File: config.mk
export PLATFORM = sky130hd
export DESIGN_NAME = mac_accum_tree_pipelined_flat
export DESIGN_NICKNAME = d
export VERILOG_FILES = /design/src/rtl/mac_pkg.sv /design/src/rtl/mac_accum_tree_pipelined_if.sv /design/src/rtl/adder_tree_level.sv /design/src/rtl/mac_accum_tree_pipelined.sv /design/src/flat_wrapper.sv
export SDC_FILE = /design/constraint.sdc
export NUM_CORES = 1
export LEC_CHECK = 0
export CORE_MARGIN = 5
export CORE_UTILIZATION = 35
export DETAILED_ROUTE_END_ITERATION = 7
export GPL_ROUTABILITY_DRIVEN = 0
export PLACE_DENSITY = 0.54
export REMOVE_ABC_BUFFERS = 1
export SYNTH_ARGS = -nofsm -noshare
export SYNTH_HDL_FRONTEND = slang
export SYNTH_HIERARCHICAL = 1
export SYNTH_SLANG_ARGS = --single-unit
File: constraint.sdc
create_clock -name clk -period 3.7 [get_ports clk]
set_input_delay 0.74 -clock clk [delete_from_list [all_inputs] [get_ports clk]]
set_output_delay 0.74 -clock clk [all_outputs]
set_load 0.01 [all_outputs]
File: src/rtl/mac_pkg.sv
// Shared definitions for the pipelined MAC adder tree: width helpers,
// accumulator state encodings and the flag bundle that travels with each beat.
package mac_pkg;

  localparam logic [0:0] ST_IDLE  = 1'b0;
  localparam logic [0:0] ST_ACCUM = 1'b1;

  typedef struct packed {
    logic valid;
    logic first;
    logic last;
  } beat_flags_t;

  function automatic int clog2(input int n);
    int r;
    int v;
    r = 0;
    v = 1;
    while (v < n) begin
      v = v * 2;
      r++;
    end
    return r;
  endfunction

  // Number of terms entering tree level `level` (0 = raw products).
  function automatic int level_terms(input int n, input int level);
    int t;
    t = n;
    for (int i = 0; i < level; i++) begin
      t = (t + 1) / 2;
    end
    return t;
  endfunction

  function automatic int out_width(input int input_size, input int tree_layers,
                                   input int acc_extra);
    return input_size + tree_layers + acc_extra;
  endfunction

endpackage

File: src/rtl/mac_accum_tree_pipelined_if.sv
// Streaming beat bus into the MAC tree and frame-result bus out of it.
interface mac_accum_tree_pipelined_if #(
  parameter int NUM_INPUTS = 5,
  parameter int INPUT_SIZE = 59,
  parameter int OUT_W      = 66
);

  logic                             in_valid;
  logic                             in_first;
  logic                             in_last;
  logic [NUM_INPUTS*INPUT_SIZE-1:0] in_data;
  logic                             out_valid;
  logic [OUT_W-1:0]                 out_data;
  logic                             frame_err;
  logic                             acc_ovf;

  modport master (
    output in_valid, in_first, in_last, in_data,
    input  out_valid, out_data, frame_err, acc_ovf
  );

  modport slave (
    input  in_valid, in_first, in_last, in_data,
    output out_valid, out_data, frame_err, acc_ovf
  );

endinterface

File: src/rtl/adder_tree_level.sv
// One registered pairwise-reduction level of the adder tree; an odd leftover
// term is sign-extended and registered without an add.
module adder_tree_level
  import mac_pkg::*;
#(
  parameter int N_TERMS = 5,
  parameter int W       = 59
) (
  input  logic                               clk,
  input  logic                               rst_n,
  input  beat_flags_t                        flags_i,
  input  logic [N_TERMS*W-1:0]               data_i,
  output beat_flags_t                        flags_o,
  output logic [((N_TERMS+1)/2)*(W+1)-1:0]   data_o
);

  localparam int N_OUT = (N_TERMS + 1) / 2;

  logic [N_OUT*(W+1)-1:0] data_d;
  logic [N_OUT*(W+1)-1:0] data_q;
  beat_flags_t            flags_q;

  for (genvar k = 0; k < N_OUT; k++) begin : g_pair
    logic [W:0] lo_ext;
    assign lo_ext = {data_i[2*k*W+W-1], data_i[2*k*W +: W]};

    if (2*k + 1 < N_TERMS) begin : g_add
      logic [W:0] hi_ext;
      assign hi_ext = {data_i[(2*k+1)*W+W-1], data_i[(2*k+1)*W +: W]};
      assign data_d[k*(W+1) +: W+1] = lo_ext + hi_ext;
    end else begin : g_pass
      assign data_d[k*(W+1) +: W+1] = lo_ext;
    end
  end

  // Only the flags need reset; data is qualified by valid downstream.
  always_ff @(posedge clk) begin
    if (!rst_n) begin
      flags_q <= '0;
    end else begin
      flags_q <= flags_i;
    end
  end

  always_ff @(posedge clk) begin
    data_q <= data_d;
  end

  assign flags_o = flags_q;
  assign data_o  = data_q;

endmodule

File: src/rtl/mac_accum_tree_pipelined.sv
// Pipelined signed adder tree feeding a multi-beat frame accumulator with
// sticky framing-error and beat-overflow flags.
module mac_accum_tree_pipelined
  import mac_pkg::*;
#(
  parameter int NUM_INPUTS  = 5,
  parameter int INPUT_SIZE  = 59,
  parameter int TREE_LAYERS = 3,
  parameter int ACC_EXTRA   = 4
) (
  input  logic                       clk,
  input  logic                       rst_n,
  mac_accum_tree_pipelined_if.slave  bus_if
);

  localparam int OUT_W = out_width(INPUT_SIZE, TREE_LAYERS, ACC_EXTRA);
  localparam int SUM_W = INPUT_SIZE + TREE_LAYERS;
  localparam int CNT_W = ACC_EXTRA + 1;
  localparam logic [CNT_W-1:0] CNT_LIMIT = CNT_W'(2 ** ACC_EXTRA);

  if (NUM_INPUTS < 2 || TREE_LAYERS != clog2(NUM_INPUTS)) begin : g_param_check
    $error("mac_accum_tree_pipelined: TREE_LAYERS must equal clog2(NUM_INPUTS), NUM_INPUTS >= 2");
  end

  for (genvar l = 1; l <= TREE_LAYERS; l++) begin : g_lvl
    localparam int NT = level_terms(NUM_INPUTS, l - 1);
    localparam int WI = INPUT_SIZE + l - 1;
    localparam int NO = (NT + 1) / 2;

    logic [NT*WI-1:0]     lvl_in;
    logic [NO*(WI+1)-1:0] lvl_out;
    beat_flags_t          flags_in;
    beat_flags_t          flags_out;

    if (l == 1) begin : g_src
      assign lvl_in   = bus_if.in_data;
      assign flags_in = '{valid: bus_if.in_valid, first: bus_if.in_first, last: bus_if.in_last};
    end else begin : g_chain
      assign lvl_in   = g_lvl[l-1].lvl_out;
      assign flags_in = g_lvl[l-1].flags_out;
    end

    adder_tree_level #(
      .N_TERMS (NT),
      .W       (WI)
    ) u_level (
      .clk     (clk),
      .rst_n   (rst_n),
      .flags_i (flags_in),
      .data_i  (lvl_in),
      .flags_o (flags_out),
      .data_o  (lvl_out)
    );
  end

  logic [SUM_W-1:0] tree_sum;
  beat_flags_t      tree_flags;

  assign tree_sum   = g_lvl[TREE_LAYERS].lvl_out;
  assign tree_flags = g_lvl[TREE_LAYERS].flags_out;

  logic [0:0]       state_d,     state_q;
  logic [OUT_W-1:0] acc_d,       acc_q;
  logic [CNT_W-1:0] cnt_d,       cnt_q;
  logic             out_valid_d, out_valid_q;
  logic [OUT_W-1:0] out_data_d,  out_data_q;
  logic             frame_err_d, frame_err_q;
  logic             acc_ovf_d,   acc_ovf_q;

  logic [OUT_W-1:0] sum_ext;
  logic [OUT_W-1:0] acc_sum;
  logic [CNT_W-1:0] cnt_base;
  logic [CNT_W-1:0] cnt_inc;
  logic             in_idle;
  logic             start_beat;
  logic             framing_bad;
  logic             ovf_hit;

  assign sum_ext    = {{ACC_EXTRA{tree_sum[SUM_W-1]}}, tree_sum};
  assign in_idle    = (state_q == ST_IDLE);
  // A beat in IDLE always opens a frame, even without first; first in ACCUM restarts.
  assign start_beat  = in_idle || tree_flags.first;
  assign framing_bad = (in_idle && !tree_flags.first) || (!in_idle && tree_flags.first);
  assign acc_sum     = start_beat ? sum_ext : (acc_q + sum_ext);
  assign cnt_base    = start_beat ? '0 : cnt_q;
  assign cnt_inc     = (cnt_base == '1) ? cnt_base : (cnt_base + CNT_W'(1));
  assign ovf_hit     = (cnt_base >= CNT_LIMIT);

  always_comb begin
    state_d     = state_q;
    acc_d       = acc_q;
    cnt_d       = cnt_q;
    out_valid_d = 1'b0;
    out_data_d  = out_data_q;
    frame_err_d = frame_err_q;
    acc_ovf_d   = acc_ovf_q;

    if (tree_flags.valid) begin
      if (framing_bad) begin
        frame_err_d = 1'b1;
      end
      if (ovf_hit) begin
        acc_ovf_d = 1'b1;
      end
      acc_d = acc_sum;
      if (tree_flags.last) begin
        out_valid_d = 1'b1;
        out_data_d  = acc_sum;
        state_d     = ST_IDLE;
        cnt_d       = '0;
      end else begin
        state_d = ST_ACCUM;
        cnt_d   = cnt_inc;
      end
    end
  end

  always_ff @(posedge clk) begin
    if (!rst_n) begin
      state_q     <= ST_IDLE;
      acc_q       <= '0;
      cnt_q       <= '0;
      out_valid_q <= 1'b0;
      out_data_q  <= '0;
      frame_err_q <= 1'b0;
      acc_ovf_q   <= 1'b0;
    end else begin
      state_q     <= state_d;
      acc_q       <= acc_d;
      cnt_q       <= cnt_d;
      out_valid_q <= out_valid_d;
      out_data_q  <= out_data_d;
      frame_err_q <= frame_err_d;
      acc_ovf_q   <= acc_ovf_d;
    end
  end

  assign bus_if.out_valid = out_valid_q;
  assign bus_if.out_data  = out_data_q;
  assign bus_if.frame_err = frame_err_q;
  assign bus_if.acc_ovf   = acc_ovf_q;

endmodule

File: src/flat_wrapper.sv
// flat-port wrapper written by rule: the top's interface ports become plain ports
module mac_accum_tree_pipelined_flat import mac_pkg::*;
#(
  parameter int NUM_INPUTS  = 5,
  parameter int INPUT_SIZE  = 59,
  parameter int TREE_LAYERS = 3,
  parameter int ACC_EXTRA   = 4
)
  (clk, rst_n, bus_if_in_valid, bus_if_in_first, bus_if_in_last, bus_if_in_data, bus_if_out_valid, bus_if_out_data, bus_if_frame_err, bus_if_acc_ovf);
  mac_accum_tree_pipelined_if #(.NUM_INPUTS(NUM_INPUTS), .INPUT_SIZE(INPUT_SIZE), .OUT_W((66))) bus_if_i ();
  input  logic clk;
  input  logic rst_n;
  input wire logic [$bits(bus_if_i.in_valid)-1:0] bus_if_in_valid;
  input wire logic [$bits(bus_if_i.in_first)-1:0] bus_if_in_first;
  input wire logic [$bits(bus_if_i.in_last)-1:0] bus_if_in_last;
  input wire logic [$bits(bus_if_i.in_data)-1:0] bus_if_in_data;
  output wire logic [$bits(bus_if_i.out_valid)-1:0] bus_if_out_valid;
  output wire logic [$bits(bus_if_i.out_data)-1:0] bus_if_out_data;
  output wire logic [$bits(bus_if_i.frame_err)-1:0] bus_if_frame_err;
  output wire logic [$bits(bus_if_i.acc_ovf)-1:0] bus_if_acc_ovf;
  assign bus_if_i.in_valid = bus_if_in_valid;
  assign bus_if_i.in_first = bus_if_in_first;
  assign bus_if_i.in_last = bus_if_in_last;
  assign bus_if_i.in_data = bus_if_in_data;
  assign bus_if_out_valid = bus_if_i.out_valid;
  assign bus_if_out_data = bus_if_i.out_data;
  assign bus_if_frame_err = bus_if_i.frame_err;
  assign bus_if_acc_ovf = bus_if_i.acc_ovf;
  mac_accum_tree_pipelined #(.NUM_INPUTS(NUM_INPUTS), .INPUT_SIZE(INPUT_SIZE), .TREE_LAYERS(TREE_LAYERS), .ACC_EXTRA(ACC_EXTRA)) u_core (.clk(clk), .rst_n(rst_n), .bus_if(bus_if_i));
endmodule
Word-level counts from Yosys, hierarchy flattened:

Cells that the tools add are included.

* add/subtract/negate cells: 6
* $lt $le $gt $ge: 1
* eq/ne operators: 1
* mux-type cells: 6
* bitwise gates (word level): 1
* reductions and logical operators: 9

Operator list (number)
* 59-bit by 59-bit adder with 60-bit output: 2
* 66-bit adder: 1
* 66-bit two-way mux: 1
* 61-bit by 59-bit adder with 62-bit output: 1
* 60-bit by 60-bit adder with 61-bit output: 1
* 5-bit two-way mux: 3
* 2-bit AND reduction: 4
* 5-bit by 1-bit adder with 5-bit output, second input constant: 1
* 5-bit == test, second input constant: 1
* 5-bit greater-or-equal comparator, second input constant: 1
* 1-bit logical AND: 2
* 1-bit logical OR: 2
* 1-bit two-way mux: 2
* 1-bit logical NOT: 1
* 1-bit NOT: 1

* register bits after elaboration: 511
* output and inout bits: 69
* word-level logic and storage cells: 43

Depth between registers and ports, before layout:

* depth in word-level cells: 6
* mapped depth: 14

Modules after synthesis:

Netlist, hierarchy kept.

By module, submodules not included
* adder_tree_level (u_core.g_lvl[1].u_level): instances 1, cells each 1210, area each 10562.6 um2
* mac_accum_tree_pipelined: instances 1, cells each 1181, area each 9325.2 um2
* adder_tree_level (u_core.g_lvl[2].u_level): instances 1, cells each 661, area each 6103.4 um2
* adder_tree_level (u_core.g_lvl[3].u_level): instances 1, cells each 629, area each 5074.9 um2

Worst setup path after synthesis:

OpenSTA, ideal clock, no wires.

* path kind: input to register
* from: input bus_if_in_data[118]
* to: register u_core.g_lvl[1].u_level.data_q[114]
* arrival: 3.058 ns
* slack: 0.508 ns
* cell stages on the path: 11
* path through: ha_1 fa_1 a211oi_1 nor4_1 o21ai_0 nand3_1 a2111oi_0 nor3_1 nor2_1 a221oi_1 xor2_1

* word-level cells in the longest chain between the ends: 1

RTL lines
* start: declaration: RTL line flat_wrapper.sv:16 `input wire logic [$bits(bus_if_i.in_data)-1:0] bus_if_in_data;`
* 59-bit by 59-bit adder with 60-bit output: RTL line adder_tree_level.sv:30 `assign data_d[k*(W+1) +: W+1] = lo_ext + hi_ext;`
* via u_core.g_lvl[1].u_level.data_d[114]: RTL line adder_tree_level.sv:19 `logic [N_OUT*(W+1)-1:0] data_d;`
* end signal: assignment: RTL line adder_tree_level.sv:46 `data_q <= data_d;`
* end: declaration: RTL line adder_tree_level.sv:20 `logic [N_OUT*(W+1)-1:0] data_q;`

The timed path passes the listed nets, and every way through them passes these cells.
A chain may end at the register's enable or synchronous reset.

Worst setup path after layout:

* from: register u_core.g_lvl[3].u_level.data_q[8]
* to: register u_core.acc_q[63]

* word-level cells in the longest chain between the ends: 2

RTL lines
* start: declaration: RTL line adder_tree_level.sv:20
* start signal: assignment: RTL line adder_tree_level.sv:46
* 66-bit adder: RTL line mac_accum_tree_pipelined.sv:84 `assign acc_sum = start_beat ? sum_ext : (acc_q + sum_ext);`
* 66-bit two-way mux: RTL line mac_accum_tree_pipelined.sv:84
* end signal: assignment: RTL line mac_accum_tree_pipelined.sv:121 `acc_q <= '0;`
* end signal: assignment: RTL line mac_accum_tree_pipelined.sv:129 `acc_q <= acc_d;`
* end: declaration: RTL line mac_accum_tree_pipelined.sv:63 `logic [OUT_W-1:0] acc_d, acc_q;`

No other way between the ends.

==> impl_metrics.json <==
{
  "status": "finished, final reports clean",
  "grt_overflow": 0,
  "critPathRequiredTime_ns": 4.25,
  "synth_top_area_cell": "dfxtp_1",
  "post-dp-hpwl_um": 78790,
  "ios": 369,
  "synth_edf_count": 0,
  "finClkSkew_ns": 0.01694,
  "core_area_sq_mm": 0.08824,
  "rsz0062_at_grt": "false",
  "routed_wl_um": 96320,
  "layout_commonest_cell": "dfxtp_1",
  "port_buffers": 368,
  "cts-root-buf": "clkbuf_16",
  "dieHeight_um": 307.9,
  "ys.flop_type": "dfxtp_1",
  "grt_pass1_vias": 27600,
  "synth_top_area_share": 0.3299,
  "start_util": 0.3521,
  "drt_iter0_drc": 1382,
  "clock_latency_ns": 0.61,
  "powerDensity_mw_per_mm2": 638.6,
  "cts_max_path_buffers": 3,
  "grt_pass1_wl_um": 150400,
  "drv_cap": 0,
  "synth-seq-area-share": 0.3299,
  "p_leak_nw": 16.11,
  "clock-sinks": 512,
  "yosysWarnings": 6,
  "critPathMaxFanout": 6,
  "drc": 0,
  "ctsHoldBuffers": 0,
  "crit_type": "flip-flop to flip-flop",
  "tightest_slew_ns": 0.8809,
  "max_freq_ghz": 0.3001,
  "vias": 27710,
  "syn_inst": 3681,
  "num-nets-final": 4675,
  "seqCellArea_sq_mm": 0.01025,
  "synthArstFlopShare": 0,
  "ys_types": 111,
  "holdCritPathClass": "flip-flop to flip-flop",
  "min_period_ns": 3.333,
  "hold_viol": 0,
  "die_w_um": 307.9,
  "cts.clk_slew.worst_paths_ns": 0.06,
  "drtPass1Iterations": 5,
  "setup_ws_ns": 0.3674,
  "grt.total_usage": 0.1945,
  "slew_headroom": 0.4127,
  "n_fill_cell": 8840,
  "cts_inserted_buffers": 55,
  "ant_nets": 0,
  "drive_gt1_frac": 0.07520,
  "arrival_ns": 3.88,
  "avgSynthCellArea_sq_um": 8.440,
  "die-area_sq_mm": 0.09482,
  "cts_tree": "yes",
  "peakVddDrop_uv": 424.6,
  "avgViaCountPerCell": 5.249,
  "multi_input_area_sq_mm": 0.01980,
  "grt_max_degree": 88,
  "syn_to_final_growth_pct": 23.68,
  "post-place-cells": 5172,
  "ys_seq_elements": 512,
  "rows": 109,
  "yosys-top-cells-area": "dfxtp_1 (33%), ha_1 (12%), a21oi_1 (6.3%)",
  "start_kind": "flip-flop",
  "final_cells": 5279,
  "dpl_worst_slack_ns": -0.1902,
  "cts_resized": 0,
  "antenna_found_initial": 7,
  "worst_setup_path_end_kind": "flip-flop",
  "final_cell_mix": "dfxtp_1 (511), a21oi_1 (390), clkdlybuf4s50_1 (367)",
  "netlist_area_sq_mm": 0.03107,
  "fin_crit_sh": 0.9007,
  "cts_setup_buffers": 0,
  "setup_viol": 0,
  "htreeDepth": 2,
  "finalMaxSlewViolations": 0,
  "post_drt_wl_per_cell_um": 18.25
}
## synth_stat cells, types with 24 or more instances
| library cell | instances |
|---|---|
| clkbuf_1 | 135 |
| a21oi_1 | 391 |
| mux2i_1 | 44 |
| nand2_1 | 345 |
| a211oi_1 | 53 |
| nand4_1 | 99 |
| xnor2_1 | 152 |
| ha_1 | 306 |
| inv_1 | 71 |
| a31oi_1 | 51 |
| nor3_1 | 62 |
| o21bai_1 | 49 |
| nand2b_1 | 33 |
| and2_1 | 28 |
| o211ai_1 | 24 |
| nor2_1 | 251 |
| nor2b_1 | 39 |
| buf_2 | 33 |
| o21ai_0 | 243 |
| o21a_1 | 30 |
| dfxtp_1 | 512 |
| and3_1 | 24 |
| nand3_1 | 70 |
| a21o_1 | 181 |
| xor2_1 | 123 |
| o21ai_1 | 42 |
## per-stage QoR
stage	util	instance area (sq um)	hold slack [ns]	setup TNS [ns]	total power [W]
floorplan	-	30290	0.3096	-118.32	0.01556
global placement	0.4142	36550	0.3104	-1.428	0.01891
detailed placement	0.4142	36550	0.3121	-1.857	0.01894
CTS	0.4353	38410	0.3175	0	0.02469
global route	0.4353	38410	0.3294	0	0.02640
finish	0.4354	38420	0.3246	0	0.02454
## where the power goes
group	switching [W]	total, W	leakage, nW	internal [W]
clock network	0.00235	0.00561	0.895	0.00326
logic	0.00680	0.0115	10.9	0.00468
registers	0.000719	0.00745	4.27	0.00673
## worst max-delay path: stages, from the launching register on
cell and delay (ns):
dfxtp_1 0.34, ha_1 0.40, a21oi_1 0.27, o21ai_0 0.12
a211oi_1 0.24, o21ai_1 0.23, a31oi_2 0.34, o21ai_1 0.22
a211o_1 0.36, o31ai_2 0.22, mux2i_1 0.31, o221a_1 0.22
## flip-flops by register name, indices dropped and copies added (netlist names)
register and cells:
u_core/acc_q 66, u_core/bus_if.acc_ovf 1, u_core/bus_if.frame_err 1, u_core/bus_if.out_data 66, u_core/bus_if.out_valid 1, u_core/cnt_q 5, u_core/g_lvl.u_level/data_o 362, u_core/g_lvl.u_level/flags_o 9
u_core/state_q 1
## metal layers
layer | vias up | track usage | routed length (um)
li1 | 14190 | - | -
met1 | 12790 | 0.2632 | 45190
met2 | 618 | 0.3322 | 44850
met3 | 119 | 0.02259 | 3914
met4 | 0 | 0.04866 | 2362
met5 | - | 0 | 0
## area by class of cell
| class | count | area share |
|---|---|---|
| well taps | 1165 | 0.03794 |
| flip-flops and latches | 512 | 0.2669 |
| inverters | 72 | 0.007034 |
| clock buffers | 73 | 0.04048 |
| diodes | 5 | 0.0003256 |
| repair buffers | 511 | 0.1240 |
| clock inverters | 29 | 0.008044 |
| multi-input cells | 2912 | 0.5153 |
## cells by family (layout without fill, tap and decap cells)
kind of cell	after synthesis	after routing	synth area share
simple gates	1024	1024	0.1555
xor+xnor	275	275	0.07753
mux	44	44	0.01418
other cells	0	5	0
flops	512	512	0.3299
fa+ha+maj	311	311	0.1265
buf+inv	257	685	0.03367
compound gates	1258	1258	0.2627
## final timing paths
check,from,end,slack (ns),depth (start not counted)
worst min register to register,u_core/g_lvl[1].u_level/data_o[132],u_core/g_lvl[2].u_level/data_o[73],0.32,0
worst max register to register,u_core/g_lvl[3].u_level/data_o[8],u_core/acc_q[63],0.37,11
worst min-delay path,u_core/g_lvl[1].u_level/data_o[132],u_core/g_lvl[2].u_level/data_o[73],0.32,0
worst max-delay path,u_core/g_lvl[3].u_level/data_o[8],u_core/acc_q[63],0.37,11
Power figures use the tool's default switching activity.
